<file path="config.mk">
export PLATFORM = sky130hd
export DESIGN_NAME = dom_and_seq
export DESIGN_NICKNAME = d
export VERILOG_FILES = /design/src/rtl/dom_seq_pkg.sv /design/src/rtl/dom_and_d1_slice.sv /design/src/rtl/dom_and_seq.sv
export SDC_FILE = /design/constraint.sdc
export NUM_CORES = 1
export LEC_CHECK = 0
export BUFFER_PORTS_ARGS = -buffer_cell sky130_fd_sc_hd__clkbuf_2
export CAP_MARGIN = 20
export CELL_PAD_IN_SITES_DETAIL_PLACEMENT = 1
export CELL_PAD_IN_SITES_GLOBAL_PLACEMENT = 1
export CORE_ASPECT_RATIO = 0.8
export CORE_MARGIN = 1.5
export CORE_UTILIZATION = 40
export CTS_CLUSTER_SIZE = 10
export DETAILED_ROUTE_END_ITERATION = 12
export MAX_ROUTING_LAYER = met4
export PLACE_DENSITY = 0.88
export SLEW_MARGIN = 20
export SYNTH_ARGS = -nofsm -noshare
export SYNTH_HDL_FRONTEND = slang
export SYNTH_SLANG_ARGS = --single-unit
</file>
<file path="constraint.sdc">
create_clock -name clk -period 3.02 [get_ports clk]
set_clock_uncertainty 0.2 [all_clocks]
set_input_delay 0.755 -clock clk [delete_from_list [all_inputs] [get_ports clk]]
set_output_delay 0.755 -clock clk [all_outputs]
set_load 0.005 [all_outputs]
</file>
<file path="src/rtl/dom_seq_pkg.sv">
// rtl/dom_seq_pkg.sv - shared types, LFSR constants and step function for the DOM AND sequencer
package dom_seq_pkg;

  typedef enum logic [1:0] {
    IDLE    = 2'd0,
    CROSS   = 2'd1,
    COMBINE = 2'd2,
    OUT     = 2'd3
  } state_t;

  localparam int LFSR_W = 32;
  localparam int TAP_A  = 31;
  localparam int TAP_B  = 21;
  localparam int TAP_C  = 1;
  localparam int TAP_D  = 0;

  function automatic logic [LFSR_W-1:0] lfsr_step(input logic [LFSR_W-1:0] s);
    return {s[LFSR_W-2:0], s[TAP_A] ^ s[TAP_B] ^ s[TAP_C] ^ s[TAP_D]};
  endfunction

endpackage

</file>
<file path="src/rtl/dom_and_d1_slice.sv">
// rtl/dom_and_d1_slice.sv - one-bit first-order DOM AND gadget with registered cross terms and output shares
module dom_and_d1_slice (
  input  logic clk,
  input  logic rst,
  input  logic cross_en,
  input  logic capture_en,
  input  logic clear,
  input  logic a_s0,
  input  logic a_s1,
  input  logic b_s0,
  input  logic b_s1,
  input  logic r,
  output logic c_s0,
  output logic c_s1
);

  logic cross_0_q;
  logic cross_1_q;

  // Cross-domain products are blinded by r before they are ever stored.
  always_ff @(posedge clk) begin
    if (rst || clear) begin
      cross_0_q <= 1'b0;
      cross_1_q <= 1'b0;
    end else if (cross_en) begin
      cross_0_q <= (a_s0 & b_s1) ^ r;
      cross_1_q <= (a_s1 & b_s0) ^ r;
    end
  end

  // Each output share mixes only its own domain's inner term with a registered cross term.
  always_ff @(posedge clk) begin
    if (rst || clear) begin
      c_s0 <= 1'b0;
      c_s1 <= 1'b0;
    end else if (capture_en) begin
      c_s0 <= (a_s0 & b_s0) ^ cross_0_q;
      c_s1 <= (a_s1 & b_s1) ^ cross_1_q;
    end
  end

endmodule

</file>
<file path="src/rtl/dom_and_seq.sv">
// rtl/dom_and_seq.sv - sequencer around W DOM AND slices with seeded LFSR randomness and valid/ready handshakes
module dom_and_seq
  import dom_seq_pkg::*;
#(
  parameter int W = 8
) (
  input  logic          clk,
  input  logic          rst,
  input  logic          seed_valid,
  input  logic [31:0]   seed,
  output logic          seed_ready,
  input  logic          in_valid,
  output logic          in_ready,
  input  logic [W-1:0]  a_s0,
  input  logic [W-1:0]  a_s1,
  input  logic [W-1:0]  b_s0,
  input  logic [W-1:0]  b_s1,
  output logic          out_valid,
  input  logic          out_ready,
  output logic [W-1:0]  c_s0,
  output logic [W-1:0]  c_s1,
  output logic          busy
);

  state_t              state;
  state_t              state_d;
  logic                seeded;
  logic [LFSR_W-1:0]   lfsr;
  logic [LFSR_W-1:0]   lfsr_adv;
  logic [W-1:0]        op_a_s0;
  logic [W-1:0]        op_a_s1;
  logic [W-1:0]        op_b_s0;
  logic [W-1:0]        op_b_s1;
  logic                seed_fire;
  logic                in_fire;
  logic                out_fire;

  assign seed_fire = seed_valid & seed_ready;
  assign in_fire   = in_valid & in_ready;
  assign out_fire  = out_valid & out_ready;

  always_ff @(posedge clk) begin
    if (rst) begin
      state <= IDLE;
    end else begin
      state <= state_d;
    end
  end

  always_comb begin
    state_d = state;
    case (state)
      IDLE:    if (in_fire) state_d = CROSS;
      CROSS:   state_d = COMBINE;
      COMBINE: state_d = OUT;
      OUT:     if (out_ready) state_d = IDLE;
      default: state_d = IDLE;
    endcase
  end

  // A pending seed blocks operand acceptance so the seed always wins in IDLE.
  always_comb begin
    seed_ready = (state == IDLE);
    in_ready   = (state == IDLE) & seeded & ~seed_valid;
    out_valid  = (state == OUT);
    busy       = (state != IDLE);
  end

  always_comb begin
    lfsr_adv = lfsr;
    for (int i = 0; i < W; i++) begin
      lfsr_adv = lfsr_step(lfsr_adv);
    end
  end

  // A zero seed would lock the LFSR, so it is consumed but otherwise ignored.
  always_ff @(posedge clk) begin
    if (rst) begin
      lfsr   <= '0;
      seeded <= 1'b0;
    end else if (seed_fire && (seed != 32'd0)) begin
      lfsr   <= seed;
      seeded <= 1'b1;
    end else if (state == CROSS) begin
      lfsr   <= lfsr_adv;
    end
  end

  // Operand shares are precharged to zero once the gadget has consumed them.
  always_ff @(posedge clk) begin
    if (rst || (state == COMBINE)) begin
      op_a_s0 <= '0;
      op_a_s1 <= '0;
      op_b_s0 <= '0;
      op_b_s1 <= '0;
    end else if (in_fire) begin
      op_a_s0 <= a_s0;
      op_a_s1 <= a_s1;
      op_b_s0 <= b_s0;
      op_b_s1 <= b_s1;
    end
  end

  for (genvar i = 0; i < W; i++) begin : g_slice
    dom_and_d1_slice u_slice (
      .clk        (clk),
      .rst        (rst),
      .cross_en   (state == CROSS),
      .capture_en (state == COMBINE),
      .clear      (out_fire),
      .a_s0       (op_a_s0[i]),
      .a_s1       (op_a_s1[i]),
      .b_s0       (op_b_s0[i]),
      .b_s1       (op_b_s1[i]),
      .r          (lfsr[i]),
      .c_s0       (c_s0[i]),
      .c_s1       (c_s1[i])
    );
  end

endmodule

</file>
==> reports/qor.json, run 1 <==
{
  "synthesis": {
    "syn-num-nets": 606,
    "yosys.area_share.simple_pct": 16.1,
    "syn_area_per_cell_um2": 8.63,
    "netlist_instances": 533,
    "synth.cell_area_um2": 4600,
    "post_synth_fa_ha_maj_area_fraction_pct": 1.09,
    "main_combinational_cell_family_by_area_after_synthesis": "simple AND/OR/NAND/NOR gates",
    "yosys.area_share.xor_xnor_pct": 11.7,
    "synth_warnings": 0,
    "yosys-mux-area-fraction_pct": 6.74,
    "post_synthesis_compound_gate_area_fraction_pct": 14.8,
    "synth_register_bits": 99,
    "synth_area_leader_cell": "sky130_fd_sc_hd__dfxtp_1",
    "synth_top_cells_by_area": "sky130_fd_sc_hd__dfxtp_1 43%, sky130_fd_sc_hd__a211oi_1 9.8%, sky130_fd_sc_hd__nand2_1 8.3%, sky130_fd_sc_hd__mux2i_1 6.7%, sky130_fd_sc_hd__xor2_1 6.7%",
    "synth_cell_type_count": 31,
    "synth_top_area_share_pct": 43.1,
    "synth.yosys.seq_area_share_pct": 43.1
  },
  "layout": {
    "finalNetCount": 660,
    "layout-area-overhead-vs-synth_pct": 17.1,
    "postLayoutCellArea_um2": 5390,
    "n_antenna_cell": 0,
    "layout.filler_cells": 1306,
    "final_layout_size_suffix_gt1_share_pct": 20.1,
    "finish.cell_count_without_fillers": 736
  },
  "sta": {
    "slew-limit-headroom_pct": 56.9,
    "final_max_slew_viol_count": 0,
    "fin_tns_setup_ns": 0,
    "finalHoldViolCount": 0,
    "max_freq_ghz": 0.384,
    "hold_ws_ns": 0.252,
    "post-route-period-util_pct": 86.1,
    "setup_violating_endpoint_count_in_the_final_report": 0,
    "fin_crit_ns": 2.60,
    "setup_repair_after_global_routing_missed_its_margin": "no",
    "actual_transition_at_the_worst_max_transition_pin_ns": 0.647
  },
  "cts": {
    "clockBufferDepth": 2,
    "worst_skew_pair.late_latency_ns": 0.35,
    "cts_buffers": 9,
    "root_buffer": "sky130_fd_sc_hd__clkbuf_16",
    "tritoncts": "yes",
    "htree_levels": 3,
    "cts.repair.resized": 0,
    "cts.sinks": 99,
    "ctsHoldBuffers": 0,
    "cts.reportedPaths.clkPinSlew_ns": 0.07,
    "postCtsSetupBuffers": 0
  },
  "grt": {
    "pin_count_of_the_biggest_net_entering_global_routing": 42,
    "grt-ovfl-total": 0,
    "grt_pass1_vias": 4255,
    "grt_antenna_before_repair": 0,
    "wire_length_of_the_first_global_routing_pass_um": 22600,
    "grtUsageTotal_pct": 25.4
  },
  "floorplanning": {
    "top_level_ports": 89,
    "initial_core_util_pct": 41.8,
    "die_x_um": 123,
    "floorplan.die_area_um2": 12200,
    "core_region_area_um2": 11000,
    "num_rows": 34,
    "die_height_um": 98.9
  },
  "critical_path": {
    "worstSetupEndpointType": "flip-flop",
    "worst_setup_path_start_kind": "input pin",
    "timing.critical_path.fanout_max": 41,
    "worst_ep_required_time_ns": 3.07,
    "worstReg2RegStart": "lfsr[1]$_SDFFE_PP0P_",
    "worstSetupPathType": "input pin to flip-flop",
    "arrival_time_worst_endpoint_ns": 2.66,
    "worst_setup_path_startpoint": "seed[12]"
  },
  "route": {
    "drt.antenna.violating_nets": 0,
    "firstDrtPassIters": 4,
    "drt_iter0_drcs": 238,
    "routed_wirelength_um": 14100,
    "vias_after_detailed_routing": 3921,
    "drcViolationCount": 0,
    "routedWlPerCell_um": 19.2,
    "detail_route.vias_per_cell": 5.33
  },
  "placed_design": {
    "gpl.final_weighted_congestion": 0.795,
    "detailed_place.area_um2": 5040,
    "numPortBuffers": 88,
    "dp.final_hpwl_um": 9720,
    "dpl.cell_count": 720
  },
  "pwr": {
    "power_w": 0.00494,
    "leakage_nw": 2.02,
    "p_per_area_nw_per_um2": 917,
    "vdd_ir_drop_max_mv": 0.349
  },
  "worst_hold_path": {
    "hold_path.startpoint": "seeded$_SDFFE_PP0P_",
    "hold_class": "flip-flop to flip-flop"
  },
  "flow_run": {
    "max-cap-violations": 0
  },
  "outcome": {
    "outcome": "complete, no violations"
  }
}
registers in the layout, indices dropped and copies added, names as in the netlist:
register and flops:
op_a_s0 8, g_slice.u_slice.cross_0_q 8, op_b_s0 8, lfsr 32
seeded 1, op_a_s1 8, op_b_s1 8, g_slice.u_slice.cross_1_q 8
state 2, g_slice.u_slice.c_s1 8, g_slice.u_slice.c_s0 8
cell families after synthesis:
group / after synthesis
buffers and inverters: 59
DFF: 99
and+or+nand+nor: 187
AOI/OAI and AO/OA: 100
muxes: 31
adders and majority gates: 4
xor gates and xnor gates: 53
where the power goes:
group / internal (W) / switching (W) / leakage (nW)
clock: 0.000816 / 0.000529 / 0.163
combinational: 0.000820 / 0.000946 / 1.04
sequential: 0.00156 / 0.000269 / 0.809
worst max-delay path: stages:
cell	delay, ns
sky130_fd_sc_hd__clkbuf_2	0.09
sky130_fd_sc_hd__nor4_1	0.44
sky130_fd_sc_hd__nand4_1	0.27
sky130_fd_sc_hd__o211ai_4	0.47
sky130_fd_sc_hd__buf_12	0.27
sky130_fd_sc_hd__nor2_1	0.09
sky130_fd_sc_hd__a211oi_1	0.27
synthesized netlist by cell type:
cell,n
sky130_fd_sc_hd__nor2b_1,1
sky130_fd_sc_hd__o211ai_2,1
sky130_fd_sc_hd__buf_2,2
sky130_fd_sc_hd__mux2i_1,31
sky130_fd_sc_hd__or2_2,1
sky130_fd_sc_hd__o211ai_1,1
sky130_fd_sc_hd__nor4_1,8
sky130_fd_sc_hd__xor3_1,1
sky130_fd_sc_hd__a211oi_1,60
sky130_fd_sc_hd__nor3_1,2
sky130_fd_sc_hd__buf_1,4
sky130_fd_sc_hd__xor3_2,1
sky130_fd_sc_hd__inv_1,6
sky130_fd_sc_hd__o32ai_2,1
sky130_fd_sc_hd__and2_1,1
sky130_fd_sc_hd__nand2_1,102
sky130_fd_sc_hd__o21ai_0,1
sky130_fd_sc_hd__nor2_1,69
sky130_fd_sc_hd__a211oi_2,1
sky130_fd_sc_hd__xor2_1,35
sky130_fd_sc_hd__ha_1,4
sky130_fd_sc_hd__and3b_1,1
sky130_fd_sc_hd__buf_4,16
sky130_fd_sc_hd__clkbuf_1,29
sky130_fd_sc_hd__buf_6,2
sky130_fd_sc_hd__a21oi_1,35
sky130_fd_sc_hd__xnor3_2,1
sky130_fd_sc_hd__nand4_1,2
sky130_fd_sc_hd__xnor2_1,13
sky130_fd_sc_hd__dfxtp_1,99
sky130_fd_sc_hd__xnor3_1,2
metrics by stage:
| stage | setup WS, ns | utilization (%) |
|---|---|---|
| final | 0.419 | 48.9 |
| after floorplan | 0.712 | - |
| after detailed placement | 0.126 | 45.8 |
| after global routing | 0.222 | 48.9 |
| after global placement | 0.233 | 45.8 |
| after CTS | 0.446 | 48.9 |
layout make-up:
cell class              count  area, um2  share of cell area [%]
repair buffers             96        526                    9.75
inverters                   6       22.5                   0.418
clock inverters             7        123                    2.28
multi-input cells         375       2330                    43.3
clock buffers               9        225                    4.18
well taps                 144        180                    3.34
flip-flops and latches     99       1980                    36.8
final timing paths:
path              cells past startpoint                    end  slack [ns]
hold reg to reg                       2    seeded$_SDFFE_PP0P_        0.25
setup / recovery                      7  lfsr[17]$_SDFFE_PP0P_        0.42
setup reg to reg                      5   lfsr[0]$_SDFFE_PP0P_        0.54
hold / removal                        2    seeded$_SDFFE_PP0P_        0.25
placed cells by master (no fill, tap or decap):
master	n
sky130_fd_sc_hd__a211oi_1	60
sky130_fd_sc_hd__a211oi_2	1
sky130_fd_sc_hd__a21oi_1	35
sky130_fd_sc_hd__and2_1	1
sky130_fd_sc_hd__and3b_1	1
sky130_fd_sc_hd__buf_12	2
sky130_fd_sc_hd__buf_4	6
sky130_fd_sc_hd__bufinv_16	3
sky130_fd_sc_hd__clkbuf_16	9
sky130_fd_sc_hd__clkbuf_2	88
sky130_fd_sc_hd__clkinvlp_4	2
sky130_fd_sc_hd__dfxtp_1	99
sky130_fd_sc_hd__ha_1	3
sky130_fd_sc_hd__ha_2	1
sky130_fd_sc_hd__inv_1	6
sky130_fd_sc_hd__inv_6	2
sky130_fd_sc_hd__mux2i_1	31
sky130_fd_sc_hd__nand2_1	102
sky130_fd_sc_hd__nand4_1	2
sky130_fd_sc_hd__nor2_1	69
sky130_fd_sc_hd__nor2b_1	1
sky130_fd_sc_hd__nor3_1	2
sky130_fd_sc_hd__nor4_1	8
sky130_fd_sc_hd__o211ai_1	1
sky130_fd_sc_hd__o211ai_4	1
sky130_fd_sc_hd__o21ai_0	1
sky130_fd_sc_hd__o32ai_2	1
sky130_fd_sc_hd__or2_2	1
sky130_fd_sc_hd__xnor2_1	13
sky130_fd_sc_hd__xnor3_1	2
sky130_fd_sc_hd__xnor3_2	1
sky130_fd_sc_hd__xor2_1	35
sky130_fd_sc_hd__xor3_1	1
sky130_fd_sc_hd__xor3_2	1
routing by layer:
metal	wire [um]	part of all wire, %	up-vias	GRT usage [%]
met3	912	6.5	35	5.21
met5	0	0	-	-
met4	448	3.2	0	11.1
li1	-	-	1887	-
met1	6230	44	1885	31.7
met2	6530	46	114	39.7
(Power assumes the default switching activity.)
==> inputs of run 2 (changes only) <==
HOLD_SLACK_MARGIN = 0.06   (was default)
PLACE_DENSITY = 0.87   (was 0.88)
SYNTH_HIERARCHICAL = 1   (was default)
==> run 2 against run 1 <==
  * Global-route usage fell by 0.56 points
  * Die area is 2.0% lower
  * Register-to-register slack worse by 0.19 ns
  * Routed wire length down 1.8%
  * Final cell count shrank 0.41%
  * Power fell by 1.7%
  * Setup slack got worse by 0.18 ns
  * Worst hold slack gained 0.025 ns
  * Clock-buffer cell count is 1 higher
  * Maximum frequency decreased by 6.3%
  * Largest power group unchanged
==> reports/qor.json, run 2 <==
{
  "critical_path": {
    "cp_cell_sequence": "inv_1 > ha_1 > inv_1 > nor3_1 > clkbuf_2",
    "worst-path-stages": {"value": 5, "change": "-2"},
    "critical_path.most_common_cell": "sky130_fd_sc_hd__inv_1",
    "crit_slowest_cell": "sky130_fd_sc_hd__nor3_1",
    "crit_path_max_incr_delay": {"value": 0.43, "unit": "ns", "change": "-0.04 ns"},
    "worst-r2r-setup-slack": {"value": 0.35, "unit": "ns", "change": "-0.19 ns"},
    "worstReg2RegStart": "lfsr[1]$_SDFFE_PP0P_",
    "worstSetupPathType": "flip-flop to output port",
    "worst_setup_path_startpoint": "state[1]$_SDFFE_PP0P_",
    "reg2reg_to": "lfsr[2]$_SDFFE_PP0P_",
    "worstSetupEndpointType": "output port",
    "worst_ep_required_time": {"value": 2.06, "unit": "ns", "change": "-1.01 ns"},
    "critical_path.n_buffers_inverters": {"value": 3, "change": "+1"},
    "timing.critical_path.fanout_max": {"value": 5, "change": "-88%"},
    "worst_setup_path_start_kind": "flip-flop",
    "crit_end": "in_ready",
    "arrival_time_worst_endpoint": {"value": 1.82, "unit": "ns", "change": "-0.84 ns"},
    "reg2regPathDepth": {"value": 6, "change": "+1"},
    "family_with_the_most_delay_on_the_worst_path": "simple AND/OR/NAND/NOR gates"
  },
  "layout": {
    "layout-area-overhead-vs-synth_pct": 21.5,
    "final_cell_mix": "99 x sky130_fd_sc_hd__dfxtp_1, 98 x sky130_fd_sc_hd__nand2_1, 88 x sky130_fd_sc_hd__clkbuf_2, 68 x sky130_fd_sc_hd__nor2_1, 37 x sky130_fd_sc_hd__a21oi_1",
    "layout_commonest_cell": "sky130_fd_sc_hd__dfxtp_1",
    "number_of_flip_flops_in_the_largest_register": {"value": 32, "change": "unchanged"},
    "largest-register": "lfsr",
    "post-route-util": {"value": 50.1, "unit": "%", "change": "+1.2 points"},
    "finish.cell_count_without_fillers": {"value": 733, "change": "-0.41%"},
    "finalNetCount": {"value": 658, "change": "-0.30%"},
    "final_layout_size_suffix_gt1_share": {"value": 21.7, "unit": "%", "change": "+1.6 points"},
    "postLayoutCellArea": {"value": 5480, "unit": "um2", "change": "+1.6%"},
    "n_antenna_cell": {"value": 0, "change": "unchanged"}
  },
  "sta": {
    "max_freq": {"value": 0.360, "unit": "GHz", "change": "-6.3%"},
    "setup_ws": {"value": 0.243, "unit": "ns", "change": "-0.176 ns"},
    "setup_violating_endpoint_count_in_the_final_report": {"value": 0, "change": "unchanged"},
    "post-route-period-util": {"value": 92.0, "unit": "%", "change": "+5.8 points"},
    "finalHoldViolCount": {"value": 0, "change": "unchanged"},
    "final_max_slew_viol_count": {"value": 0, "change": "unchanged"},
    "slew-limit-headroom": {"value": 45.9, "unit": "%", "change": "-11 points"},
    "setup_repair_after_global_routing_missed_its_margin": "no",
    "actual_transition_at_the_worst_max_transition_pin": {"value": 0.811, "unit": "ns", "change": "+0.164 ns"},
    "fin_tns_setup": {"value": 0, "unit": "ns", "change": "unchanged"},
    "fin_crit": {"value": 2.78, "unit": "ns", "change": "+0.176 ns"}
  },
  "placed_design": {
    "detailed_place.area": {"value": 5160, "unit": "um2", "change": "+2.4%"},
    "numPortBuffers": {"value": 88, "change": "unchanged"},
    "dp.final_hpwl": {"value": 9470, "unit": "um", "change": "-2.5%"},
    "gpl.final_weighted_congestion": {"value": 0.914, "change": "+15%"},
    "dpl_worst_slack": {"value": 0.191, "unit": "ns", "change": "+0.0652 ns"},
    "dpl.cell_count": {"value": 718, "change": "-0.28%"}
  },
  "floorplanning": {
    "initial_core_util": {"value": 41.2, "unit": "%", "change": "-0.54 points"},
    "die_x": {"value": 122, "unit": "um", "change": "-1.0%"},
    "die_height": {"value": 97.9, "unit": "um", "change": "-1.0%"},
    "core_region_area": {"value": 10900, "unit": "um2", "change": "-0.77%"},
    "top_level_ports": {"value": 89, "change": "unchanged"},
    "num_rows": {"value": 34, "change": "unchanged"},
    "floorplan.die_area": {"value": 11900, "unit": "um2", "change": "-2.0%"}
  },
  "worst_hold_path": {
    "hold_path_depth": {"value": 2, "change": "unchanged"},
    "hold_class": "flip-flop to flip-flop"
  },
  "synthesis": {
    "synth_register_bits": {"value": 99, "change": "unchanged"},
    "synth_top_flop_cell": "sky130_fd_sc_hd__dfxtp_1",
    "post_synthesis_compound_gate_area_fraction": {"value": 17.4, "unit": "%", "change": "+2.6 points"},
    "yosys.area_share.simple": {"value": 16.6, "unit": "%", "change": "+0.51 points"},
    "synth_warnings": {"value": 6, "change": "+6"},
    "main_combinational_cell_family_by_area_after_synthesis": "compound AO/OA/AOI/OAI gates",
    "netlist_instances": {"value": 501, "change": "-6.0%"},
    "netlist_top_cells_count": "99 x sky130_fd_sc_hd__dfxtp_1, 98 x sky130_fd_sc_hd__nand2_1, 68 x sky130_fd_sc_hd__nor2_1, 37 x sky130_fd_sc_hd__a21oi_1, 34 x sky130_fd_sc_hd__xor2_1",
    "synth_top_area_share": {"value": 44.0, "unit": "%", "change": "+0.91 points"},
    "yosys-mux-area-fraction": {"value": 6.89, "unit": "%", "change": "+0.14 points"},
    "post_synth_fa_ha_maj_area_fraction": {"value": 1.11, "unit": "%", "change": "+0.023 points"},
    "yosys.area_share.xor_xnor": {"value": 11.6, "unit": "%", "change": "-0.11 points"},
    "yosysMostFrequentCell": "sky130_fd_sc_hd__dfxtp_1",
    "synth.cell_area": {"value": 4510, "unit": "um2", "change": "-2.1%"},
    "synth_cell_type_count": {"value": 29, "change": "-6.5%"},
    "syn-num-nets": {"value": 574, "change": "-5.3%"},
    "synth_area_leader_cell": "sky130_fd_sc_hd__dfxtp_1",
    "synth-edff-count": {"value": 0, "change": "unchanged"},
    "ys_async_sr_fraction": {"value": 0, "unit": "%", "change": "unchanged"},
    "synth.yosys.seq_area_share": {"value": 44.0, "unit": "%", "change": "+0.91 points"},
    "synth_top_cells_by_area": "sky130_fd_sc_hd__dfxtp_1 44%, sky130_fd_sc_hd__nand2_1 8.2%, sky130_fd_sc_hd__mux2i_1 6.9%, sky130_fd_sc_hd__xor2_1 6.6%, sky130_fd_sc_hd__nor2_1 5.7%",
    "syn_area_per_cell": {"value": 8.99, "unit": "um2", "change": "+4.2%"}
  },
  "route": {
    "detail_route.vias_per_cell": {"value": 5.53, "change": "+3.9%"},
    "drt.antenna.violating_nets": {"value": 0, "change": "unchanged"},
    "met2_length": {"value": 7060, "unit": "um", "change": "+8.1%"},
    "vias_after_detailed_routing": {"value": 4056, "change": "+3.4%"},
    "drt_iter0_drcs": {"value": 290, "change": "+22%"},
    "routed_wirelength": {"value": 13900, "unit": "um", "change": "-1.8%"},
    "firstDrtPassIters": {"value": 4, "change": "unchanged"},
    "routedWlPerCell": {"value": 18.9, "unit": "um", "change": "-1.4%"},
    "top_signal_layer_used": "met4",
    "length_of_routed_met3_wiring": {"value": 663, "unit": "um", "change": "-27%"},
    "met1_wire_length": {"value": 5910, "unit": "um", "change": "-5.2%"},
    "drcViolationCount": {"value": 0, "change": "unchanged"}
  },
  "cts": {
    "clockBufferDepth": {"value": 2, "change": "unchanged"},
    "worst_skew_pair.late_latency": {"value": 0.34, "unit": "ns", "change": "about the same"},
    "root_buffer": "sky130_fd_sc_hd__clkbuf_16",
    "cts_buffers": {"value": 9, "change": "unchanged"},
    "tritoncts": "yes",
    "cts.repair.resized": {"value": 0, "change": "unchanged"},
    "cts.sinks": {"value": 99, "change": "unchanged"},
    "htree_levels": {"value": 3, "change": "unchanged"},
    "ctsHoldBuffers": {"value": 0, "change": "unchanged"},
    "postCtsSetupBuffers": {"value": 0, "change": "unchanged"},
    "cts.reportedPaths.clkPinSlew": {"value": 0.07, "unit": "ns", "change": "about the same"}
  },
  "grt": {
    "pin_count_of_the_biggest_net_entering_global_routing": {"value": 63, "change": "+50%"},
    "grt-ovfl-total": {"value": 0, "change": "unchanged"},
    "grt_pass1_vias": {"value": 4260, "change": "+0.12%"},
    "wire_length_of_the_first_global_routing_pass": {"value": 22300, "unit": "um", "change": "-1.3%"},
    "grt_antenna_before_repair": {"value": 0, "change": "unchanged"},
    "grtUsageTotal": {"value": 24.8, "unit": "%", "change": "-0.56 points"}
  },
  "flow_run": {
    "max-cap-violations": {"value": 0, "change": "unchanged"}
  },
  "pwr": {
    "p_per_area": {"value": 887, "unit": "nW/um2", "change": "-3.3%"},
    "leakage": {"value": 2.01, "unit": "nW", "change": "-0.54%"},
    "vdd_ir_drop_max": {"value": 0.323, "unit": "mV", "change": "-7.4%"}
  },
  "outcome": {
    "outcome": "complete, no violations"
  }
}
## run 2: changes by cell type after synthesis, sizes merged, moves of 2 or more
cell	before	now
a2111oi	0	32
a211oi	61	29
inv	6	4
clkbuf	29	24
nand2	102	98
nor3b	0	2
a21oi	35	37
buf	24	1
## run 2: worst min-delay path, stage by stage (launching register included)
cell and delay [ns]:
sky130_fd_sc_hd__dfxtp_1 0.32, sky130_fd_sc_hd__nand2_1 0.06, sky130_fd_sc_hd__a21oi_1 0.05
## run 2: cells by family after synthesis
logic type	count (synthesis)
mux	31
xor+xnor	52
simple gates	186
fa+ha+maj	4
flops	99
buf+inv	29
compound gates	100
## run 2: worst min-delay path by stage
stage                       startpoint                      end  slack (ns)
2_1_floorplan      seeded$_SDFFE_PP0P_      seeded$_SDFFE_PP0P_        0.23
3_3_place_gp       seeded$_SDFFE_PP0P_      seeded$_SDFFE_PP0P_        0.25
3_5_place_dp   op_a_s0[6]$_SDFFE_PP0P_  op_a_s0[6]$_SDFFE_PP0P_        0.27
4_1_cts        op_a_s0[6]$_SDFFE_PP0P_  op_a_s0[6]$_SDFFE_PP0P_        0.28
5_1_grt        op_b_s0[7]$_SDFFE_PP0P_  op_b_s0[7]$_SDFFE_PP0P_        0.32
6_report       op_a_s0[6]$_SDFFE_PP0P_  op_a_s0[6]$_SDFFE_PP0P_        0.28
## run 2: cell type report
| class | instances | area (um2) |
|---|---|---|
| repair buffers | 98 | 566 |
| clock inverters | 5 | 77.6 |
| clock buffers | 10 | 239 |
| multi-input cells | 373 | 2420 |
| fillers | 1281 | 5460 |
| well taps | 144 | 180 |
| inverters | 4 | 15.0 |
| flip-flops and latches | 99 | 1980 |
## run 2: per-stage QoR
| step | power (W) | hold WS [ns] |
|---|---|---|
| 3_3_place_gp | 0.00348 | 0.247 |
| 3_5_place_dp | 0.00359 | 0.273 |
| 5_1_grt | 0.00509 | 0.316 |
| 4_1_cts | 0.00487 | 0.281 |
| 2_1_floorplan | 0.00308 | 0.233 |
| 6_report | 0.00486 | 0.277 |
## run 2: routing by layer
| metal | vias to the layer above | track usage [%] |
|---|---|---|
| met1 | 2033 | 30.2 |
| met3 | 19 | 5.61 |
| met5 | - | - |
| li1 | 1917 | - |
| met4 | 0 | 7.15 |
| met2 | 87 | 41.3 |
## run 2: where the power goes
part / switching (W) / internal [W]
Combinational: 0.000934 / 0.000869
Sequential: 0.000257 / 0.00156
Clock: 0.000494 / 0.000741
==> inputs of run 3 (changes only) <==
PLACE_DENSITY = default   (was 0.87)
PLACE_DENSITY_LB_ADDON = 0.1   (was default)
==> run 3 against run 2 <==
  * Sequential power about the same
  * Setup slack better by 0.15 ns
  * Clock-buffer cell count up 2
  * Sequential share of layout area grew 0.27 points
  * Register-to-register slack improved by 0.17 ns
  * Routed wire length shrank 11%
  * Via count shrank 6.0%
  * Critical path depth is the same
  * Largest cell class unchanged
  * Critical path type unchanged
==> reports/qor.json, run 3 (same netlist as run 2, synthesis figures left out) <==
{
  "outcome": {
    "outcome": "complete, no violations"
  },
  "critical_path": {
    "worst_ep_required_time": {"value": 2.06, "unit": "ns", "change": "about the same"},
    "reg2regPathDepth": {"value": 6, "change": "unchanged"},
    "reg2reg_to": "lfsr[2]$_SDFFE_PP0P_",
    "crit_end": "in_ready",
    "arrival_time_worst_endpoint": {"value": 1.68, "unit": "ns", "change": "-0.14 ns"},
    "critical_path.most_common_cell": "sky130_fd_sc_hd__inv_1",
    "timing.critical_path.fanout_max": {"value": 5, "change": "unchanged"},
    "worst_setup_path_start_kind": "flip-flop",
    "crit_slowest_cell": "sky130_fd_sc_hd__dfxtp_1",
    "worstSetupPathType": "flip-flop to output port",
    "family_with_the_most_delay_on_the_worst_path": "buffers and inverters",
    "worst-r2r-setup-slack": {"value": 0.52, "unit": "ns", "change": "+0.17 ns"},
    "worstReg2RegStart": "lfsr[1]$_SDFFE_PP0P_",
    "cp_cell_sequence": "inv_1 > ha_1 > inv_1 > nor3_1 > clkbuf_2",
    "worstSetupEndpointType": "output port",
    "critical_path.n_buffers_inverters": {"value": 3, "change": "unchanged"},
    "crit_path_max_incr_delay": {"value": 0.35, "unit": "ns", "change": "-0.08 ns"},
    "worst_setup_path_startpoint": "state[0]$_SDFFE_PP0P_",
    "worst-path-stages": {"value": 5, "change": "unchanged"}
  },
  "pwr": {
    "vdd_ir_drop_max": {"value": 0.364, "unit": "mV", "change": "+13%"},
    "power_switching_share": {"value": 34.2, "unit": "%", "change": "-0.50 points"},
    "power.share.clock": {"value": 24.9, "unit": "%", "change": "-0.5 points"},
    "p_sw": {"value": 0.00160, "unit": "W", "change": "-5.1%"},
    "cell_internal_pwr": {"value": 0.00308, "unit": "W", "change": "-3.0%"},
    "leakage": {"value": 1.98, "unit": "nW", "change": "-1.3%"},
    "power.share.sequential": {"value": 38.2, "unit": "%", "change": "+0.8 points"},
    "p_per_area": {"value": 860, "unit": "nW/um2", "change": "-3.0%"},
    "comb_power_share": {"value": 36.8, "unit": "%", "change": "-0.3 points"}
  },
  "cts": {
    "cts.repair.resized": {"value": 0, "change": "unchanged"},
    "postCtsSetupBuffers": {"value": 0, "change": "unchanged"},
    "root_buffer": "sky130_fd_sc_hd__clkbuf_16",
    "clockBufferDepth": {"value": 2, "change": "unchanged"},
    "worst_skew_pair.late_latency": {"value": 0.35, "unit": "ns", "change": "about the same"},
    "cts.sinks": {"value": 99, "change": "unchanged"},
    "cts_buffers": {"value": 9, "change": "unchanged"},
    "tritoncts": "yes",
    "ctsHoldBuffers": {"value": 0, "change": "unchanged"},
    "htree_levels": {"value": 3, "change": "unchanged"},
    "cts.reportedPaths.clkPinSlew": {"value": 0.07, "unit": "ns", "change": "about the same"}
  },
  "layout": {
    "number_of_flip_flops_in_the_largest_register": {"value": 32, "change": "unchanged"},
    "final_layout_size_suffix_gt1_share": {"value": 21.4, "unit": "%", "change": "-0.34 points"},
    "n_antenna_cell": {"value": 0, "change": "unchanged"},
    "finalNetCount": {"value": 657, "change": "-0.15%"},
    "layout-area-overhead-vs-synth_pct": 20.7,
    "layout_commonest_cell": "sky130_fd_sc_hd__dfxtp_1",
    "largest-register": "lfsr",
    "final_cell_mix": "99 x sky130_fd_sc_hd__dfxtp_1, 98 x sky130_fd_sc_hd__nand2_1, 88 x sky130_fd_sc_hd__clkbuf_2, 68 x sky130_fd_sc_hd__nor2_1, 37 x sky130_fd_sc_hd__a21oi_1"
  },
  "sta": {
    "fin_crit": {"value": 2.63, "unit": "ns", "change": "-0.146 ns"},
    "setup_ws": {"value": 0.389, "unit": "ns", "change": "+0.146 ns"},
    "fin_tns_setup": {"value": 0, "unit": "ns", "change": "unchanged"},
    "slew-limit-headroom": {"value": 53.9, "unit": "%", "change": "+8.0 points"},
    "post-route-period-util": {"value": 87.1, "unit": "%", "change": "-4.8 points"},
    "setup_repair_after_global_routing_missed_its_margin": "no",
    "max_freq": {"value": 0.380, "unit": "GHz", "change": "+5.6%"},
    "setup_violating_endpoint_count_in_the_final_report": {"value": 0, "change": "unchanged"},
    "final_max_slew_viol_count": {"value": 0, "change": "unchanged"},
    "actual_transition_at_the_worst_max_transition_pin": {"value": 0.692, "unit": "ns", "change": "-0.119 ns"},
    "finalHoldViolCount": {"value": 0, "change": "unchanged"}
  },
  "grt": {
    "grt_pass1_vias": {"value": 3890, "change": "-8.7%"},
    "grt_antenna_before_repair": {"value": 0, "change": "unchanged"},
    "wire_length_of_the_first_global_routing_pass": {"value": 20400, "unit": "um", "change": "-8.5%"},
    "pin_count_of_the_biggest_net_entering_global_routing": {"value": 70, "change": "+11%"},
    "grtUsageTotal": {"value": 22.8, "unit": "%", "change": "-2.1 points"},
    "grt-ovfl-total": {"value": 0, "change": "unchanged"}
  },
  "placed_design": {
    "gpl.final_weighted_congestion": {"value": 0.887, "change": "-2.9%"},
    "dpl_worst_slack": {"value": 0.306, "unit": "ns", "change": "+0.115 ns"},
    "numPortBuffers": {"value": 88, "change": "unchanged"},
    "dp.final_hpwl": {"value": 8550, "unit": "um", "change": "-9.8%"}
  },
  "floorplanning": {
    "initial_core_util": {"value": 41.2, "unit": "%", "change": "unchanged"},
    "top_level_ports": {"value": 89, "change": "unchanged"},
    "floorplan.die_area": {"value": 11900, "unit": "um2", "change": "unchanged"},
    "die_x": {"value": 122, "unit": "um", "change": "unchanged"},
    "num_rows": {"value": 34, "change": "unchanged"},
    "core_region_area": {"value": 10900, "unit": "um2", "change": "unchanged"},
    "die_height": {"value": 97.9, "unit": "um", "change": "unchanged"}
  },
  "route": {
    "vias_after_detailed_routing": {"value": 3812, "change": "-6.0%"},
    "detail_route.vias_per_cell": {"value": 5.20, "change": "-6.0%"},
    "drt.antenna.violating_nets": {"value": 0, "change": "unchanged"},
    "routed_wirelength": {"value": 12300, "unit": "um", "change": "-11%"},
    "drcViolationCount": {"value": 0, "change": "unchanged"},
    "drt_iter0_drcs": {"value": 240, "change": "-17%"},
    "routedWlPerCell": {"value": 16.8, "unit": "um", "change": "-11%"},
    "firstDrtPassIters": {"value": 4, "change": "unchanged"}
  },
  "worst_hold_path": {
    "hold_path_depth": {"value": 2, "change": "unchanged"},
    "hold_class": "flip-flop to flip-flop"
  },
  "flow_run": {
    "max-cap-violations": {"value": 0, "change": "unchanged"}
  }
}
## run 3: cell count changes in the layout (fill, tap and decap cells not counted), sizes merged
cell	before	now
clkbuf	98	100
clkinvlp	1	2
clkinv	2	1
bufinv	2	1
buf	10	9
## run 3: area by class of cell
type | instances | area, um2
Clock buffer | 12 | 246
Clock inverter | 4 | 50.0
Fill cell | 1283 | 5500
Inverter | 4 | 15.0
Multi-Input combinational cell | 373 | 2420
Sequential cell | 99 | 1980
Tap cell | 144 | 180
Timing Repair Buffer | 97 | 546
## run 3: metrics by stage
stage                     cell area (um2)  std cells  utilization, %  power (W)  hold WS [ns]
final                                5440        733            49.7    0.00467         0.266
after global routing                 5440        733            49.7    0.00499         0.296
after CTS                            5440        733            49.7    0.00472         0.271
after detailed placement             5140        717            47.0    0.00354         0.259
after global placement               5140        717            47.0    0.00349         0.243
after floorplan                      4510        501               -    0.00308         0.233
## run 3: tightest hold or removal path, cell delays in order, from the launching register on
cell and delay (ns):
sky130_fd_sc_hd__dfxtp_1 0.30, sky130_fd_sc_hd__inv_1 0.06, sky130_fd_sc_hd__a21oi_1 0.06
## run 3: per-layer routing
metal / global-route usage, % / wire length [um]
met3: 3.74 / 309
met1: 30.4 / 6180
met2: 35.8 / 5690
met5: - / 0
met4: 6.24 / 111
## run 3: how the worst min path moves through the flow
stage          slack [ns]                     from                      end
2_1_floorplan        0.23      seeded$_SDFFE_PP0P_      seeded$_SDFFE_PP0P_
3_3_place_gp         0.24      seeded$_SDFFE_PP0P_      seeded$_SDFFE_PP0P_
3_5_place_dp         0.26      seeded$_SDFFE_PP0P_      seeded$_SDFFE_PP0P_
4_1_cts              0.27      seeded$_SDFFE_PP0P_      seeded$_SDFFE_PP0P_
5_1_grt              0.30  op_a_s1[5]$_SDFFE_PP0P_  op_a_s1[5]$_SDFFE_PP0P_
6_report             0.27      seeded$_SDFFE_PP0P_      seeded$_SDFFE_PP0P_
## run 3: power by group through the flow
stage / logic (W) / registers, W / clock network (W)
2_1_floorplan: 0.00133 / 0.00175 / 0
3_3_place_gp: 0.00168 / 0.00181 / 0
3_5_place_dp: 0.00172 / 0.00182 / 0
4_1_cts: 0.00173 / 0.00179 / 0.00119
5_1_grt: 0.00191 / 0.00182 / 0.00125
6_report: 0.00172 / 0.00179 / 0.00117
